===== config.mk =====
export PLATFORM = sky130hd
export DESIGN_NAME = vdp_strobe
export DESIGN_NICKNAME = d
export VERILOG_FILES = /design/src/rtl/kolibri_bus_pkg.sv /design/src/rtl/bus_phase_edge.sv /design/src/rtl/vdp_strobe.sv
export SDC_FILE = /design/constraint.sdc
export NUM_CORES = 1
export LEC_CHECK = 0
export BUFFER_PORTS_ARGS = -buffer_cell sky130_fd_sc_hd__buf_4
export CAP_MARGIN = 15
export CORE_UTILIZATION = 35
export CTS_CLUSTER_DIAMETER = 120
export DETAILED_ROUTE_END_ITERATION = 16
export PLACE_DENSITY_LB_ADDON = 0.12
export SYNTH_ARGS = -nofsm -noshare
export SYNTH_HDL_FRONTEND = slang
export SYNTH_SLANG_ARGS = --single-unit

===== constraint.sdc =====
create_clock -name MHZ48 -period 3.1 [get_ports MHZ48]
set_input_delay 0.465 -clock MHZ48 [delete_from_list [all_inputs] [get_ports MHZ48]]
set_output_delay 0.465 -clock MHZ48 [all_outputs]
set_load 0.05 [all_outputs]

===== src/rtl/kolibri_bus_pkg.sv =====
// Shared definitions for blocks timed off the 6309E E/Q bus phases.
package kolibri_bus_pkg;

  // MHZ48 cycles per E period (48 MHz / 3 MHz).
  localparam int unsigned ECycleLen = 16;

  // Bus-side access sequencing shared by E/Q-timed chip-select decoders.
  typedef enum logic [1:0] {
    StIdle   = 2'd0,
    StWait   = 2'd1,
    StStrobe = 2'd2
  } bus_state_e;

endpackage


===== src/rtl/bus_phase_edge.sv =====
// Registers nE/nQ and flags the Q-rise and E-fall sampling edges.
// nE/nQ are generated in the MHZ48 domain, so no synchronizer is needed.
module bus_phase_edge (
  input  logic i_clk,
  input  logic i_rst,
  input  logic i_ne,
  input  logic i_nq,
  output logic o_qrise,
  output logic o_efall
);

  logic r_ne_d;
  logic r_nq_d;

  // Delay taps; reset high to match an idle bus so no edge fires on release.
  always_ff @(posedge i_clk or posedge i_rst) begin
    if (i_rst) begin
      r_ne_d <= 1'b1;
      r_nq_d <= 1'b1;
    end else begin
      r_ne_d <= i_ne;
      r_nq_d <= i_nq;
    end
  end

  assign o_qrise = r_nq_d & ~i_nq;  // Q rising = nQ falling
  assign o_efall = ~r_ne_d & i_ne;  // E falling = nE rising

endmodule


===== src/rtl/vdp_strobe.sv =====
// V9958 read/write strobe generator with enforced VDP recovery time.
// Strobes open on Q rise for a hit in the 4-byte VDP window and close on E fall.
// An access arriving inside the recovery window is stalled via nWAIT_REQ.
module vdp_strobe
  import kolibri_bus_pkg::*;
#(
  parameter logic [15:0] VDP_BASE        = 16'hFF60,
  parameter int unsigned RECOVERY_CYCLES = 48
) (
  input  logic        MHZ48,
  input  logic        RESET,
  input  logic        nE,
  input  logic        nQ,
  input  logic [15:0] ADDR,
  input  logic        RnW,
  output logic        nCSR,
  output logic        nCSW,
  output logic [1:0]  MODE,
  output logic        nWAIT_REQ
);

  localparam int unsigned CntW = $clog2(RECOVERY_CYCLES + 1);
  localparam logic [CntW-1:0] CntLoad = CntW'(RECOVERY_CYCLES);
  localparam logic [CntW-1:0] CntOne  = CntW'(1);

  if (RECOVERY_CYCLES < 1) begin : g_bad_recovery
    $error("RECOVERY_CYCLES must be at least 1");
  end

  logic            w_qrise;
  logic            w_efall;
  logic            w_hit;
  logic            w_cnt_zero;

  bus_state_e      r_state;
  bus_state_e      w_state_d;
  logic [CntW-1:0] r_cnt;
  logic [CntW-1:0] w_cnt_d;
  logic [1:0]      r_mode;
  logic [1:0]      w_mode_d;
  logic            r_rnw;
  logic            w_rnw_d;
  logic            r_ncsr;
  logic            w_ncsr_d;
  logic            r_ncsw;
  logic            w_ncsw_d;
  logic            r_nwait;
  logic            w_nwait_d;

  bus_phase_edge u_phase (
    .i_clk   (MHZ48),
    .i_rst   (RESET),
    .i_ne    (nE),
    .i_nq    (nQ),
    .o_qrise (w_qrise),
    .o_efall (w_efall)
  );

  assign w_hit      = (ADDR[15:2] == VDP_BASE[15:2]);
  assign w_cnt_zero = (r_cnt == '0);

  // State register: FSM, recovery counter, latched access info and registered outputs.
  always_ff @(posedge MHZ48 or posedge RESET) begin
    if (RESET) begin
      r_state <= StIdle;
      r_cnt   <= '0;
      r_mode  <= 2'b00;
      r_rnw   <= 1'b1;
      r_ncsr  <= 1'b1;
      r_ncsw  <= 1'b1;
      r_nwait <= 1'b1;
    end else begin
      r_state <= w_state_d;
      r_cnt   <= w_cnt_d;
      r_mode  <= w_mode_d;
      r_rnw   <= w_rnw_d;
      r_ncsr  <= w_ncsr_d;
      r_ncsw  <= w_ncsw_d;
      r_nwait <= w_nwait_d;
    end
  end

  // Next-state: decode on Q rise, stall while recovering, close on E fall.
  always_comb begin
    w_state_d = r_state;
    w_mode_d  = r_mode;
    w_rnw_d   = r_rnw;
    w_cnt_d   = w_cnt_zero ? r_cnt : r_cnt - CntOne;
    unique case (r_state)
      StIdle: begin
        if (w_qrise && w_hit) begin
          w_mode_d  = ADDR[1:0];
          w_rnw_d   = RnW;
          w_state_d = w_cnt_zero ? StStrobe : StWait;
        end
      end
      StWait: begin
        // E falling while stalled means the clock generator ignored the wait:
        // drop the access and let the countdown run on.
        if (w_efall) begin
          w_state_d = StIdle;
        end else if (r_cnt <= CntOne) begin
          // <= covers entry with the counter already at 1 (enters WAIT at 0).
          w_state_d = StStrobe;
        end
      end
      StStrobe: begin
        if (w_efall) begin
          w_state_d = StIdle;
          w_cnt_d   = CntLoad;
        end
      end
      default: begin
        w_state_d = StIdle;
      end
    endcase
  end

  // Outputs: registered decode of the next state so strobes change on the deciding edge.
  always_comb begin
    w_ncsr_d  = ~((w_state_d == StStrobe) & w_rnw_d);
    w_ncsw_d  = ~((w_state_d == StStrobe) & ~w_rnw_d);
    w_nwait_d = (w_state_d != StWait);
  end

  assign nCSR      = r_ncsr;
  assign nCSW      = r_ncsw;
  assign MODE      = r_mode;
  assign nWAIT_REQ = r_nwait;

endmodule


* After elaboration in Yosys (flattened, before gate mapping) *
Cells that the tools add are included.

operators by class
  add/subtract/negate cells = 1
  order comparisons = 1
  eq/ne operators = 5
  muxes and demuxes = 11
  bitwise gates (word level) = 9
  reduce and logical (&&, ||, !) cells = 4

operators by type and width
  cell                                                             count
  two-way mux 6 bit                                                3
  equality test 14 bit (second input constant)                     1
  two-way mux 2 bit                                                5
  less-or-equal comparator 6 x 1 -> 1 bit (second input constant)  1
  logical NOT 6 bit                                                1
  one-hot mux 2 bit (3 select lines)                               1
  subtractor 6 x 1 -> 6 bit (second input constant)                1
  NOT 1 bit                                                        5
  bitwise AND 1 bit                                                4
  equality test 2 bit (second input constant)                      2
  equality test 2 x 1 -> 1 bit (second input constant)             1
  logical NOT 2 bit                                                1
  two-way mux 1 bit                                                2
  inequality test 2 x 1 -> 1 bit (second input constant)           1
  AND reduction 2 bit                                              1
  logical AND 1 bit                                                1

storage, ports and cells
  register bits after elaboration = 16
  input port bits = 21
  output and inout bits = 5
  logic and storage cells = 40

* Longest topological paths before layout *
  depth after elaboration = 8
  gate-level depth with buffers = 6
  mapped depth without buffers = 6

* Hierarchy *
A second synthesis with hierarchy kept.

second synthesis, totals
  cell total of the unflattened synthesis = 79
  area, all modules = 822.0 sq um

by module, submodules not included
  module          instances  cells each  area an instance (sq um)  seq. area each (sq um)
  vdp_strobe      1          74          738.2                     355.3
  bus_phase_edge  1          5           83.8                      52.6

* Worst setup path after synthesis *
OpenSTA, ideal clock, no wires.

  path kind = reg2reg
  from = register r_cnt[3]
  to = register r_ncsw (netlist: nCSW)
  library setup time = 0.084 ns
  data arrival time = 1.604 ns
  data required time = 3.016 ns
  path slack = 1.413 ns
  cell stages (with the launch flop) = 5
  path buffers = 0
  period minus slack after synthesis = 1.687 ns
  cells stage by stage = dfrtp_1 > or4_4 > o31ai_4 > a21oi_2 > o32a_1

on the way
  cells in the longest elaborated chain, start to end = 7
  elaborated cells on any way between the ends = 10
  classes of those cells = order compare (1); eq/ne (1); mux (5); bitwise (2); reduce/logical (1)

RTL lines
  what                                                                                 RTL line                             RTL
  start: declaration                                                                   vdp_strobe.sv:37                     logic [CntW-1:0] r_cnt;
  start signal: assignment                                                             vdp_strobe.sv:74                     r_cnt <= w_cnt_d;
  less-or-equal comparator 6 x 1 -> 1 bit / logical NOT 6 bit (equally long branches)  vdp_strobe.sv:102, vdp_strobe.sv:60
  two-way mux 2 bit (on tied branches)                                                 vdp_strobe.sv:102, vdp_strobe.sv:94
  two-way mux 2 bit (on tied branches)                                                 vdp_strobe.sv:100, vdp_strobe.sv:91
  one-hot mux 2 bit (3 select lines) *                                                 vdp_strobe.sv:89                     unique case (r_state)
  equality test 2 bit *                                                                vdp_strobe.sv:122                    w_ncsw_d = ~((w_state_d == StStrobe) & ~w_rnw_d);
  bitwise AND 1 bit *                                                                  vdp_strobe.sv:122
  NOT 1 bit *                                                                          vdp_strobe.sv:122
  net w_ncsw_d                                                                         vdp_strobe.sv:46                     logic w_ncsw_d;
  end signal: assignment                                                               vdp_strobe.sv:78                     r_ncsw <= w_ncsw_d;
  end: declaration                                                                     vdp_strobe.sv:45                     logic r_ncsw;

Mark *: on every way through the listed nets, which the timed path passes. The rest lies on a longest branch.
A chain may end at the register's enable or synchronous reset.

* Worst setup path after layout *
Same ends and word-level chain as after synthesis.

==> results.json <==
{
  "status": "completed",
  "timing.rr.end": "nCSW$_DFF_PP1_",
  "rows": 16,
  "hold_viol": 0,
  "timing.final.ws_setup_ps": 1310,
  "critPathCaptureType": "flop",
  "die_area_um2": 2460,
  "io_pins": 26,
  "clk_latency_ps": 290,
  "mostFrequentLayoutCell": "buf_4",
  "r2r-start": "r_cnt[3]$_DFF_PP0_",
  "cts_resized": 0,
  "dp_hpwl_um": 1160,
  "cp.required_ps": 3330,
  "max_freq_mhz": 559,
  "antenna_found_initial": 0,
  "reg2reg_slack_ps": 1310,
  "tns_ps": 0,
  "cp_slowest_stage_delay_ps": 570,
  "p_per_area_nw_per_um2": 597,
  "start_kind": "flop",
  "track_usage": 0.144,
  "dp.cells": 123,
  "cts_tree": "done",
  "synth_fp_nets": 96,
  "synth-async-reset-ratio": 1.00,
  "final_nets": 125,
  "wl_um": 1470,
  "timing_worst_setup_path_type": "reg2reg",
  "drv_cap": 0,
  "grt_pass1_wl_um": 2690,
  "ctsHoldBuffers": 0,
  "antenna_cells": 0,
  "dr_total_vias": 592,
  "power.leakage_nw": 0.464,
  "ctsHtreeMaxLevel": 1,
  "slowest_stage": "or4_4",
  "fin_cells": 127,
  "timing.hold.ws_ps": 225,
  "synth_edf_count": 0,
  "synth.avg_cell_area_um2": 11.0,
  "synthCells": 72,
  "syn2layout_area_growth_pct": 31.8,
  "avgViaCountPerCell": 4.66,
  "p_total_mw": 0.625,
  "maxSlewHeadroom": 0.608,
  "path_cells": "or4_4, o31ai_4, a21oi_2, o32a_1",
  "ys_warn_count": 0,
  "post-cts-setup-buffer-count": 0,
  "min_period_ps": 1790,
  "drc": 0,
  "peakVddDrop_mv": 0.386,
  "design_area_um2": 1050,
  "clk_pin_slew_ps": 100,
  "startpoint": "r_cnt[3]$_DFF_PP0_",
  "cp.arrival_ps": 2020,
  "ys.flop_type": "dfrtp_1",
  "grt_setup_unrepaired": "false",
  "cts_root_buf": "clkbuf_4",
  "setup_viol": 0,
  "final_cell_mix": "25 x buf_4, 10 x dfrtp_1, 8 x nor2_1",
  "die_h_um": 49.6,
  "ys_seq_area_frac": 0.513,
  "tightest_slew_ps": 587,
  "clk_path_buf_depth": 2,
  "post-place-ws_ps": 1330,
  "layout.core_utilization": 0.513,
  "drt_pre_antenna_iters": 4,
  "yosysUniqueCellTypes": 28,
  "layout-drive-gt1-share": 0.430,
  "nFillCells": 205,
  "register_area_um2": 408,
  "core-area_um2": 2040,
  "multi_input_area_um2": 367,
  "min_path_type": "in2async",
  "min_period_over_period": 0.577,
  "grt_max_degree": 17,
  "placed_area_um2": 1010,
  "netlist_area_um2": 795,
  "antenna_left": 0,
  "die_w_um": 49.6,
  "drv_slew": 0,
  "ys_ff_latch": 16,
  "wire_per_inst_um": 11.6,
  "cts_sinks": 16,
  "cts_inserted_buffers": 3,
  "place_congestion": 0.715,
  "initial_core_util": 0.389,
  "portBuffers": 25,
  "drt_iter0_drc": 14,
  "first_global_vias": 620,
  "finClkSkew_ps": 11.5,
  "path_max_fanout": 5,
  "r2r_cells": 4,
  "overflow": 0
}
==> cell usage after synthesis (2+ instances only) <==
library cell / instances / share of area
xor2_1: 2 / 0.022
nand4_1: 2 / 0.016
nand2b_1: 3 / 0.024
mux2_2: 3 / 0.043
nor3_1: 3 / 0.019
nand2_1: 5 / 0.024
nor4_1: 2 / 0.016
nor2_1: 8 / 0.038
dfrtp_1: 10 / 0.31
dfstp_2: 6 / 0.20
o32a_1: 2 / 0.025
inv_1: 4 / 0.019
ha_1: 3 / 0.047
o21ai_0: 3 / 0.019
xnor2_1: 3 / 0.033
==> how the worst max path moves through the flow <==
stage,endpoint,slack [ps]
after floorplan,nCSW$_DFF_PP1_,1410
after global placement,nCSW$_DFF_PP1_,1350
after detailed placement,nCSW$_DFF_PP1_,1330
after CTS,nCSW$_DFF_PP1_,1310
after global routing,nCSW$_DFF_PP1_,1230
final,nCSW$_DFF_PP1_,1310
==> worst max-delay path: cells and delay by family, from the launching register on <==
kind / cells / cell delay [ps]
AOI/OAI and AO/OA: 3 / 710
DFF: 1 / 440
and+or+nand+nor: 1 / 570
==> metal layers <==
layer	GRT usage	wire length [µm]	part of all wire
met3	0.0648	71	0.048
met1	0.188	703	0.48
met4	0.0429	12	0.0082
met5	0	0	0
met2	0.214	684	0.46
==> sequential cells by signal, indices dropped and copies added, names as in the netlist <==
signal	flops
nCSR	1
nCSW	1
r_state	2
r_rnw	1
u_phase.r_ne_d	1
u_phase.r_nq_d	1
r_cnt	6
MODE	2
nWAIT_REQ	1
==> power breakdown <==
group	total, mW	internal (mW)	switching, mW
combinational	0.187	0.0923	0.0944
clock	0.138	0.0716	0.0667
sequential	0.300	0.254	0.0454
==> final cells by class <==
class | count | area share
Sequential cell | 16 | 0.389
Inverter | 4 | 0.0143
Timing Repair Buffer | 25 | 0.179
Clock buffer | 4 | 0.0346
Multi-Input combinational cell | 51 | 0.350
Tap cell | 27 | 0.0323
==> kinds of logic (layout without fill, tap and decap cells) <==
family | after synthesis | count (layout) | share of synthesized area
simple gates | 30 | 30 | 0.202
flops | 16 | 16 | 0.513
compound gates | 10 | 10 | 0.115
xor+xnor | 5 | 5 | 0.0551
buf+inv | 5 | 33 | 0.0252
fa+ha+maj | 3 | 3 | 0.0472
mux | 3 | 3 | 0.0425
No activity file was read; power rests on OpenSTA's default activity.
